## config.mk

```make
export PLATFORM = sky130hd
export DESIGN_NAME = ni_local
export DESIGN_NICKNAME = d
export VERILOG_FILES = /design/src/rtl/ni_local.sv
export SDC_FILE = /design/constraint.sdc
export NUM_CORES = 1
export LEC_CHECK = 0
export CAP_MARGIN = 20
export CORE_MARGIN = 2
export CORE_UTILIZATION = 45
export CTS_CLUSTER_SIZE = 30
export DETAILED_ROUTE_END_ITERATION = 8
export PLACE_DENSITY_LB_ADDON = 0.25
export SYNTH_ARGS = -nofsm -noshare
export SYNTH_HDL_FRONTEND = slang
export SYNTH_SLANG_ARGS = --single-unit
```

## constraint.sdc

```tcl
create_clock -name clk -period 2.2 [get_ports clk]
set_input_delay 0.44 -clock clk [delete_from_list [all_inputs] [get_ports clk]]
set_output_delay 0.44 -clock clk [all_outputs]
set_load 0.01 [all_outputs]
```

## src/rtl/ni_local.sv

```systemverilog
// ni_local: network interface between a core and the router local port.
// TX path stamps outgoing packets with source and injection time and injects
// them one per cycle when the router can take them. RX path filters arriving
// flits by destination, computes network latency and buffers them for the core.
module ni_local #(
    parameter logic [3:0]  NODE_ID  = 4'd2,
    parameter int unsigned DATASIZE = 40,
    parameter int unsigned DEPTH    = 4
) (
    input  logic                clk,
    input  logic                rst_n,
    // core transmit side
    input  logic                core_tx_valid,
    output logic                core_tx_ready,
    input  logic [3:0]          core_tx_dst,
    input  logic [1:0]          core_tx_type,
    input  logic [21:0]         core_tx_data,
    // router local input
    output logic [DATASIZE-1:0] rt_data_out,
    output logic                rt_valid_out,
    input  logic                rt_full_in,
    // router local output
    input  logic [DATASIZE-1:0] rt_data_in,
    input  logic                rt_valid_in,
    // core receive side
    output logic                core_rx_valid,
    input  logic                core_rx_ready,
    output logic [3:0]          core_rx_src,
    output logic [1:0]          core_rx_type,
    output logic [21:0]         core_rx_data,
    output logic [7:0]          core_rx_latency,
    // status
    output logic [7:0]          drop_cnt,
    output logic [7:0]          err_cnt,
    output logic [7:0]          now
);

    localparam int unsigned AW  = (DEPTH > 1) ? $clog2(DEPTH) : 1;
    localparam int unsigned PW  = AW + 1;
    localparam int unsigned RXW = 36;

    // ------------------------------------------------------------------
    // Declarations
    // ------------------------------------------------------------------
    logic [DATASIZE-1:0] tx_mem [DEPTH];
    logic [PW-1:0]       tx_wr_q, tx_wr_d;
    logic [PW-1:0]       tx_rd_q, tx_rd_d;
    logic                tx_full, tx_empty;
    logic                tx_push, tx_pop;
    logic [DATASIZE-1:0] tx_flit;

    logic                rt_valid_q, rt_valid_d;
    logic [DATASIZE-1:0] rt_data_q, rt_data_d;

    logic [RXW-1:0]      rx_mem [DEPTH];
    logic [PW-1:0]       rx_wr_q, rx_wr_d;
    logic [PW-1:0]       rx_rd_q, rx_rd_d;
    logic                rx_full, rx_empty;
    logic                rx_push, rx_pop;
    logic [RXW-1:0]      rx_entry;
    logic [RXW-1:0]      rx_head;

    logic [3:0]          rx_in_src;
    logic [3:0]          rx_in_dst;
    logic [7:0]          rx_in_ts;
    logic [21:0]         rx_in_data;
    logic [1:0]          rx_in_type;
    logic [7:0]          rx_in_lat;
    logic                misroute, overflow;

    logic [7:0]          now_q, now_d;
    logic [7:0]          drop_q, drop_d;
    logic [7:0]          err_q, err_d;

    // ------------------------------------------------------------------
    // Queue status: pointers carry one extra wrap bit so full/empty are exact
    // ------------------------------------------------------------------
    assign tx_empty = (tx_wr_q == tx_rd_q);
    assign tx_full  = (tx_wr_q[AW] != tx_rd_q[AW]) &&
                      (tx_wr_q[AW-1:0] == tx_rd_q[AW-1:0]);
    assign rx_empty = (rx_wr_q == rx_rd_q);
    assign rx_full  = (rx_wr_q[AW] != rx_rd_q[AW]) &&
                      (rx_wr_q[AW-1:0] == rx_rd_q[AW-1:0]);

    // ------------------------------------------------------------------
    // TX handshake and flit assembly
    // ------------------------------------------------------------------
    assign core_tx_ready = !tx_full;
    assign tx_push       = core_tx_valid && !tx_full;
    // occupancy before the edge decides injection; no same-cycle bypass
    assign tx_pop        = !tx_empty && !rt_full_in;
    assign tx_flit       = {NODE_ID, core_tx_dst, now_q, core_tx_data, core_tx_type};

    // ------------------------------------------------------------------
    // RX decode and classification
    // ------------------------------------------------------------------
    assign rx_in_src  = rt_data_in[39:36];
    assign rx_in_dst  = rt_data_in[35:32];
    assign rx_in_ts   = rt_data_in[31:24];
    assign rx_in_data = rt_data_in[23:2];
    assign rx_in_type = rt_data_in[1:0];
    assign rx_in_lat  = now_q - rx_in_ts;
    assign rx_entry   = {rx_in_src, rx_in_type, rx_in_data, rx_in_lat};

    assign rx_pop   = !rx_empty && core_rx_ready;
    assign misroute = rt_valid_in && (rx_in_dst != NODE_ID);
    // a full queue still accepts when the core frees a slot in the same cycle
    assign overflow = rt_valid_in && (rx_in_dst == NODE_ID) && rx_full && !rx_pop;
    assign rx_push  = rt_valid_in && (rx_in_dst == NODE_ID) && (!rx_full || rx_pop);

    // ------------------------------------------------------------------
    // Core-facing RX outputs present the head combinationally
    // ------------------------------------------------------------------
    assign rx_head         = rx_mem[rx_rd_q[AW-1:0]];
    assign core_rx_valid   = !rx_empty;
    assign core_rx_src     = rx_head[35:32];
    assign core_rx_type    = rx_head[31:30];
    assign core_rx_data    = rx_head[29:8];
    assign core_rx_latency = rx_head[7:0];

    assign rt_data_out  = rt_data_q;
    assign rt_valid_out = rt_valid_q;
    assign drop_cnt     = drop_q;
    assign err_cnt      = err_q;
    assign now          = now_q;

    // Next-state for TX pointers and the registered injection port
    always_comb begin
        tx_wr_d    = tx_wr_q;
        tx_rd_d    = tx_rd_q;
        rt_valid_d = 1'b0;
        rt_data_d  = rt_data_q;
        if (tx_push) begin
            tx_wr_d = tx_wr_q + PW'(1);
        end
        if (tx_pop) begin
            tx_rd_d    = tx_rd_q + PW'(1);
            rt_valid_d = 1'b1;
            rt_data_d  = tx_mem[tx_rd_q[AW-1:0]];
        end
    end

    // Next-state for RX pointers, saturating counters and timestamp
    always_comb begin
        rx_wr_d = rx_wr_q;
        rx_rd_d = rx_rd_q;
        drop_d  = drop_q;
        err_d   = err_q;
        now_d   = now_q + 8'd1;
        if (rx_push) begin
            rx_wr_d = rx_wr_q + PW'(1);
        end
        if (rx_pop) begin
            rx_rd_d = rx_rd_q + PW'(1);
        end
        if (overflow && (drop_q != 8'hFF)) begin
            drop_d = drop_q + 8'd1;
        end
        if (misroute && (err_q != 8'hFF)) begin
            err_d = err_q + 8'd1;
        end
    end

    // State registers, cleared asynchronously so queued flits vanish on reset
    always_ff @(posedge clk or negedge rst_n) begin
        if (!rst_n) begin
            tx_wr_q    <= '0;
            tx_rd_q    <= '0;
            rx_wr_q    <= '0;
            rx_rd_q    <= '0;
            rt_valid_q <= 1'b0;
            rt_data_q  <= '0;
            now_q      <= '0;
            drop_q     <= '0;
            err_q      <= '0;
        end else begin
            tx_wr_q    <= tx_wr_d;
            tx_rd_q    <= tx_rd_d;
            rx_wr_q    <= rx_wr_d;
            rx_rd_q    <= rx_rd_d;
            rt_valid_q <= rt_valid_d;
            rt_data_q  <= rt_data_d;
            now_q      <= now_d;
            drop_q     <= drop_d;
            err_q      <= err_d;
        end
    end

    // Queue storage; contents are meaningless outside the pointer window
    always_ff @(posedge clk) begin
        if (tx_push) begin
            tx_mem[tx_wr_q[AW-1:0]] <= tx_flit;
        end
        if (rx_push) begin
            rx_mem[rx_wr_q[AW-1:0]] <= rx_entry;
        end
    end

endmodule

```

==> out/results.txt, run 1 <==
F_max: 0.423 GHz
Hold WC Path Type: in2async
Drt wl/cell: 20.8 um
Vias per cell: 5.23
Critical Path RT: 1760 ps
R2r setup slk: 150 ps
Area delta synth->final: 30.4%
Antenna-violating nets left: 0
TritonCTS buffer count: 38
Pin count of the biggest net entering global routing: 48
Drt initial violations: 394
CTS sink count: 362
Setup crit end kind: primary output
Crit path arrival time: 1930 ps
Total power: 0.0226 W
Failing checks: negative setup slack
Hold Fails Final Rpt: 0
Min cycle time layout: 2370 ps
Synthesized area: 13,800 um2
Gr usage total: 17.5%
# setup viols final: 36
Drt drc: 0
Status: finished, violations left
Sequential-to-total area share from yosys stat: 76.1%
RSZ-0062 raised after global routing: true
Ys Warns: 0
Slew at the pin with the worst max-slew slack: 576 ps
CTS tree: built
Share of layout cells above drive strength 1: 31.0%
First-pass GRT wire length: 42,300 um
Footprint of the multi-input gates: 3210 um2
Clk buf depth: 3
Pre-antenna DRT Iters: 4
Slew Viols, Final: 0
Final net count: 993
Ys flop type: edfxtp_1
Number of flops mapped to enable cells by yosys: 288
Synth area leader: edfxtp_1
Worst-path fanout max: 6
GPL Wtd Cong: 0.787
Async SR Flop Fraction: 20.4%
Clock latency on the worst-skew pair: 520 ps
Post-synth top area share: 62.7%
Die area: 32,100 um2
HPWL Detailed: 17,500 um
Worst vdd ir: 860 uV
Storage cell area: 10,500 um2
IO Pins: 177
Routed via count: 6,941
Number of global-route vias before repair: 7,497
Initial Util: 45.4%
Layout Skew: 14.8 ps
Worst setup margin: -165 ps
PortBufs: 173
FP Rows: 64
H-tree Lvls: 2
Root buf cell: clkbuf_16
Synth Instances: 651
Die Height: 179 um
Mapped Avg Cell Area: 21.2 um2
Top cells by area, synth: edfxtp_1, dfrtp_1, mux4_2
Dpl ws: -475 ps
Core area: 30,400 um2
Aggregate global routing overflow: 0
Netlist cell types: 39
Post-route clock period utilization: 108%
Final WL: 27,600 um
Critical path type: reg2out
Chip width: 179 um
Reg clk slew, reported paths: 60 ps
Fin util: 59.1%
PD cells: 1260 nW/um2
Slew margin rel.: 61.6%
Max-Cap Viols: 0
Pleak: 6.45 nW
Startpoint types: flip-flop
Initial antenna violation count: 1
Fillcell total: 2,204
FF+latch count, synth: 362
[layer usage]
| layer | share of wire (%) | vias to the layer above | GRT usage, % | wire length, um |
|---|---|---|---|---|
| met1 | 42 | 3597 | 24.1 | 11600 |
| met4 | 2.1 | 0 | 4.57 | 572 |
| met5 | 0 | - | 0 | 0 |
| li1 | - | 3086 | - | - |
| met2 | 49 | 220 | 28.5 | 13600 |
| met3 | 6.7 | 38 | 4.03 | 1830 |
[cell usage after synthesis, types with 2 or more instances]
master	n
a21o_1	2
a21oi_1	4
and2_2	4
and3_1	8
buf_1	3
buf_2	8
buf_4	3
clkbuf_1	10
dfrtp_1	74
edfxtp_1	288
ha_1	20
inv_1	16
mux2_2	40
mux4_2	72
nand2_1	15
nand3_1	10
nand4_1	4
nor2_1	7
nor3_1	3
o21ai_0	2
xnor2_1	25
xor2_1	16
[through the flow]
stage	cell area (um2)	setup TNS, ps	hold slack [ps]	std cells
6_report	18000	-4580	404	1326
5_1_grt	18000	-6050	447	1325
4_1_cts	17900	-6830	408	1323
3_5_place_dp	16500	-73250	396	1239
3_3_place_gp	16500	-67160	390	1239
2_1_floorplan	13800	0	144	653
[cell usage in the layout (no fill, tap or decap), drive strengths merged, types with 2 or more instances in the layout]
cell type	netlist	routed
dfrtp	74	74
nand2	15	15
nand3	10	10
nor2	7	7
a21o	2	2
inv	16	16
nor3	4	4
nand4	4	4
a21oi	4	4
clkbuf	10	49
clkdlybuf4s50	0	134
o21ai	2	2
mux4	72	72
diode	0	2
edfxtp	288	288
clkinv	0	19
xor2	16	16
buf	14	92
and2	5	5
conb	1	3
mux2	40	40
ha	20	20
and3	8	8
clkinvlp	0	2
or2	2	2
xnor2	25	25
[report_power, final]
group,total [W],internal (W),switching (W)
sequential,0.00922,0.00867,0.000551
clock,0.00596,0.00349,0.00248
combinational,0.00743,0.00423,0.00320
[layout make-up]
type	instances	share of cell area [%]
multi-input combinational	251	17.8
sequential	362	58.4
clock inverter	22	0.890
timing repair buffer	229	14.0
antenna	2	0.0278
tap	396	2.75
clock buffer	48	5.78
inverter	16	0.334
[what timing repair did]
action	in CTS	in global routing
buffers inserted	13	1
hold endpoints to repair	27	0
setup endpoints to repair	38	43
resized for setup	200	11
cloned	1	1
hold buffers	1	0
[sequential cells by signal, indices dropped and copies added (netlist names)]
signal        cells
drop_cnt          8
err_cnt           8
now               8
rt_data_out      37
rt_valid_out      1
rx_mem          144
rx_rd_q           3
rx_wr_q           3
tx_mem          144
tx_rd_q           3
tx_wr_q           3
[cell families after synthesis]
family,share of synthesized area [%]
and+or+nand+nor,2.46
adders and majority gates,1.96
buffers and inverters,1.24
DFF,76.1
other,0.0272
xor gates and xnor gates,2.60
muxes,15.0
AOI/OAI and AO/OA,0.617
[critical path, stage by stage (launching register included)]
cell,delay [ps]
dfrtp_2,370
buf_12,140
buf_12,130
buf_6,110
mux4_2,510
buf_6,150
[final timing paths]
path,from,end,cells after the start
worst max-delay path,rx_rd_q[0],core_rx_latency[2],5
worst min-delay path,rst_n,rx_rd_q[0],2
worst max register to register,now[0],rx_mem[2][6],9
worst min register to register,now[0],now[0],1
max in group asynchronous,rst_n,now[5],3
min in group clk,now[0],now[0],1
Power figures use the tool's default switching activity.
==> run 2: changes to the inputs <==
--- a/config.mk
+++ b/config.mk
@@ -10,7 +10,9 @@
 export CORE_UTILIZATION = 45
 export CTS_CLUSTER_SIZE = 30
 export DETAILED_ROUTE_END_ITERATION = 8
+export GPL_ROUTABILITY_DRIVEN = 0
 export PLACE_DENSITY_LB_ADDON = 0.25
+export REMOVE_ABC_BUFFERS = 1
 export SYNTH_ARGS = -nofsm -noshare
 export SYNTH_HDL_FRONTEND = slang
 export SYNTH_SLANG_ARGS = --single-unit
==> out/results.txt, run 2 (same netlist as run 1, synthesis figures left out) <==
Status: finished, violations left
Failing checks: negative setup slack
Design Area, Final: 18,500 um2
Pleak: 6.67 nW
Commonest non-fill, non-tap cell in the layout: edfxtp_1
Footprint of the multi-input gates: 3230 um2
Placed cells: 1,246
Hold WC Path Type: in2async
Hold_ws: 404 ps
CP Launch Point: rx_rd_q[0]
Max-Cap Viols: 0
Area delta synth->final: 33.8%
CTS tree: built
Max incr delay on CP: 510 ps
Layout Skew: 10.8 ps
Initial Util: 45.4%
Pre-antenna DRT Iters: 5
Root buf cell: clkbuf_16
Slew at the pin with the worst max-slew slack: 569 ps
Crit path arrival time: 1960 ps
TritonCTS buffer count: 39
Setup TNS: -11,200 ps
Routed via count: 7,081
Final Non-Filler Cells: 1,347
Clock latency on the worst-skew pair: 520 ps
Pin count of the biggest net entering global routing: 39
Core area: 30,400 um2
FF-to-FF Start: rx_rd_q[0]
Antenna-violating nets left: 0
Drt initial violations: 450
Worst-path fanout max: 4
Crit-path slowest cell: mux4_2
Die area: 32,100 um2
Min cycle time layout: 2400 ps
# setup viols final: 189
Drt wl/cell: 21.9 um
PD cells: 1250 nW/um2
Slew margin rel.: 62.0%
Antenna Diode Count: 0
RSZ-0062 raised after global routing: true
F_max: 0.417 GHz
Reg clk slew, reported paths: 60 ps
Clk buf depth: 3
HPWL Detailed: 17,500 um
Gr usage total: 17.3%
Final WL: 29,500 um
Vias per cell: 5.26
CTS sink count: 362
Initial antenna violation count: 0
IO Pins: 177
Storage cell area: 10,500 um2
Share of layout cells above drive strength 1: 33.0%
Setup crit end kind: primary output
Worst vdd ir: 885 uV
Chip width: 179 um
Post-route clock period utilization: 109%
Fillcell total: 2,161
PortBufs: 173
Fin util: 60.7%
Commonest cells after routing, fill and taps aside: edfxtp_1, clkdlybuf4s50_1, mux4_2, dfrtp_1, clkbuf_16
Placed Area: 16,500 um2
Worst setup margin: -198 ps
Drt drc: 0
Slew Viols, Final: 0
Die Height: 179 um
FP Rows: 64
Final net count: 1,015
Hold Fails Final Rpt: 0
Startpoint types: flip-flop
H-tree Lvls: 2
Number of global-route vias before repair: 7,558
Critical Path RT: 1760 ps
Cell Chain, Critical Path: buf_12 > buf_8 > buf_16 > mux4_2 > buf_6
Critical path type: reg2out
Aggregate global routing overflow: 0
First-pass GRT wire length: 42,000 um
==> run 2: cell count changes in the layout (fill, tap and decap cells not counted), sizes merged, moves of 2 or more <==
cell / change
clkinv: -6
clkbuf: +15
buf: +10
diode: -2
inv: +4
==> run 2: metal layers <==
layer  routed length [um]  global-route usage (%)
met1                11400                    21.5
met2                15800                    31.0
met3                 1780                    3.80
met4                  536                    4.40
met5                    0                       0
==> run 2: worst paths after layout <==
kind	endpoint	slack, ps	depth (start not counted)
worst max-delay path	core_rx_data[21]	-200	5
worst min-delay path	err_cnt[1]	400	2
worst max register to register	drop_cnt[3]	-90	11
worst min register to register	now[0]	450	1
max in group asynchronous	tx_rd_q[0]	1140	3
min in group clk	now[0]	450	1
==> run 2: area by class of cell <==
type / count / share of cell area [%]
inverters: 16 / 0.325
repair buffers: 250 / 15.7
flip-flops and latches: 362 / 56.9
well taps: 396 / 2.68
clock buffers: 52 / 5.83
clock inverters: 20 / 0.983
multi-input cells: 251 / 17.5
==> run 2: what timing repair did <==
| item | CTS | global route |
|---|---|---|
| endpoints found under the hold margin | 27 | 0 |
| cloned | 4 | 16 |
| pin swaps | 1 | 11 |
| buffers inserted | 7 | 3 |
| setup endpoints to repair | 91 | 195 |
| hold buffers | 1 | 0 |
| resized for setup | 182 | 31 |
==> run 2: worst max-delay path: cells and delay by family (launching register included) <==
family                 cells  cell delay (ps)
buffers and inverters      4              520
flip-flops                 1              420
multiplexers               1              510
==> run 2: report_power, final <==
group,switching [W],internal (W),leakage (nW)
Clock,0.00260,0.00372,0.620
Sequential,0.000587,0.00867,3.49
Combinational,0.00316,0.00426,2.56
==> run 2: metrics by stage <==
step	total power (W)	setup slack, ps
6_report	0.0230	-198
5_1_grt	0.0241	-250
4_1_cts	0.0231	-210
3_5_place_dp	0.0163	-547
3_3_place_gp	0.0161	-550
2_1_floorplan	0.0130	-1300
==> run 3: changes to the inputs <==
--- a/config.mk
+++ b/config.mk
@@ -5,6 +5,7 @@
 export SDC_FILE = /design/constraint.sdc
 export NUM_CORES = 1
 export LEC_CHECK = 0
+export ABC_CLOCK_PERIOD_IN_PS = 2200
 export CAP_MARGIN = 20
 export CORE_MARGIN = 2
 export CORE_UTILIZATION = 45
==> results of run 3 <==
No change in the layout: final DEF, timing and power equal those of run 2.
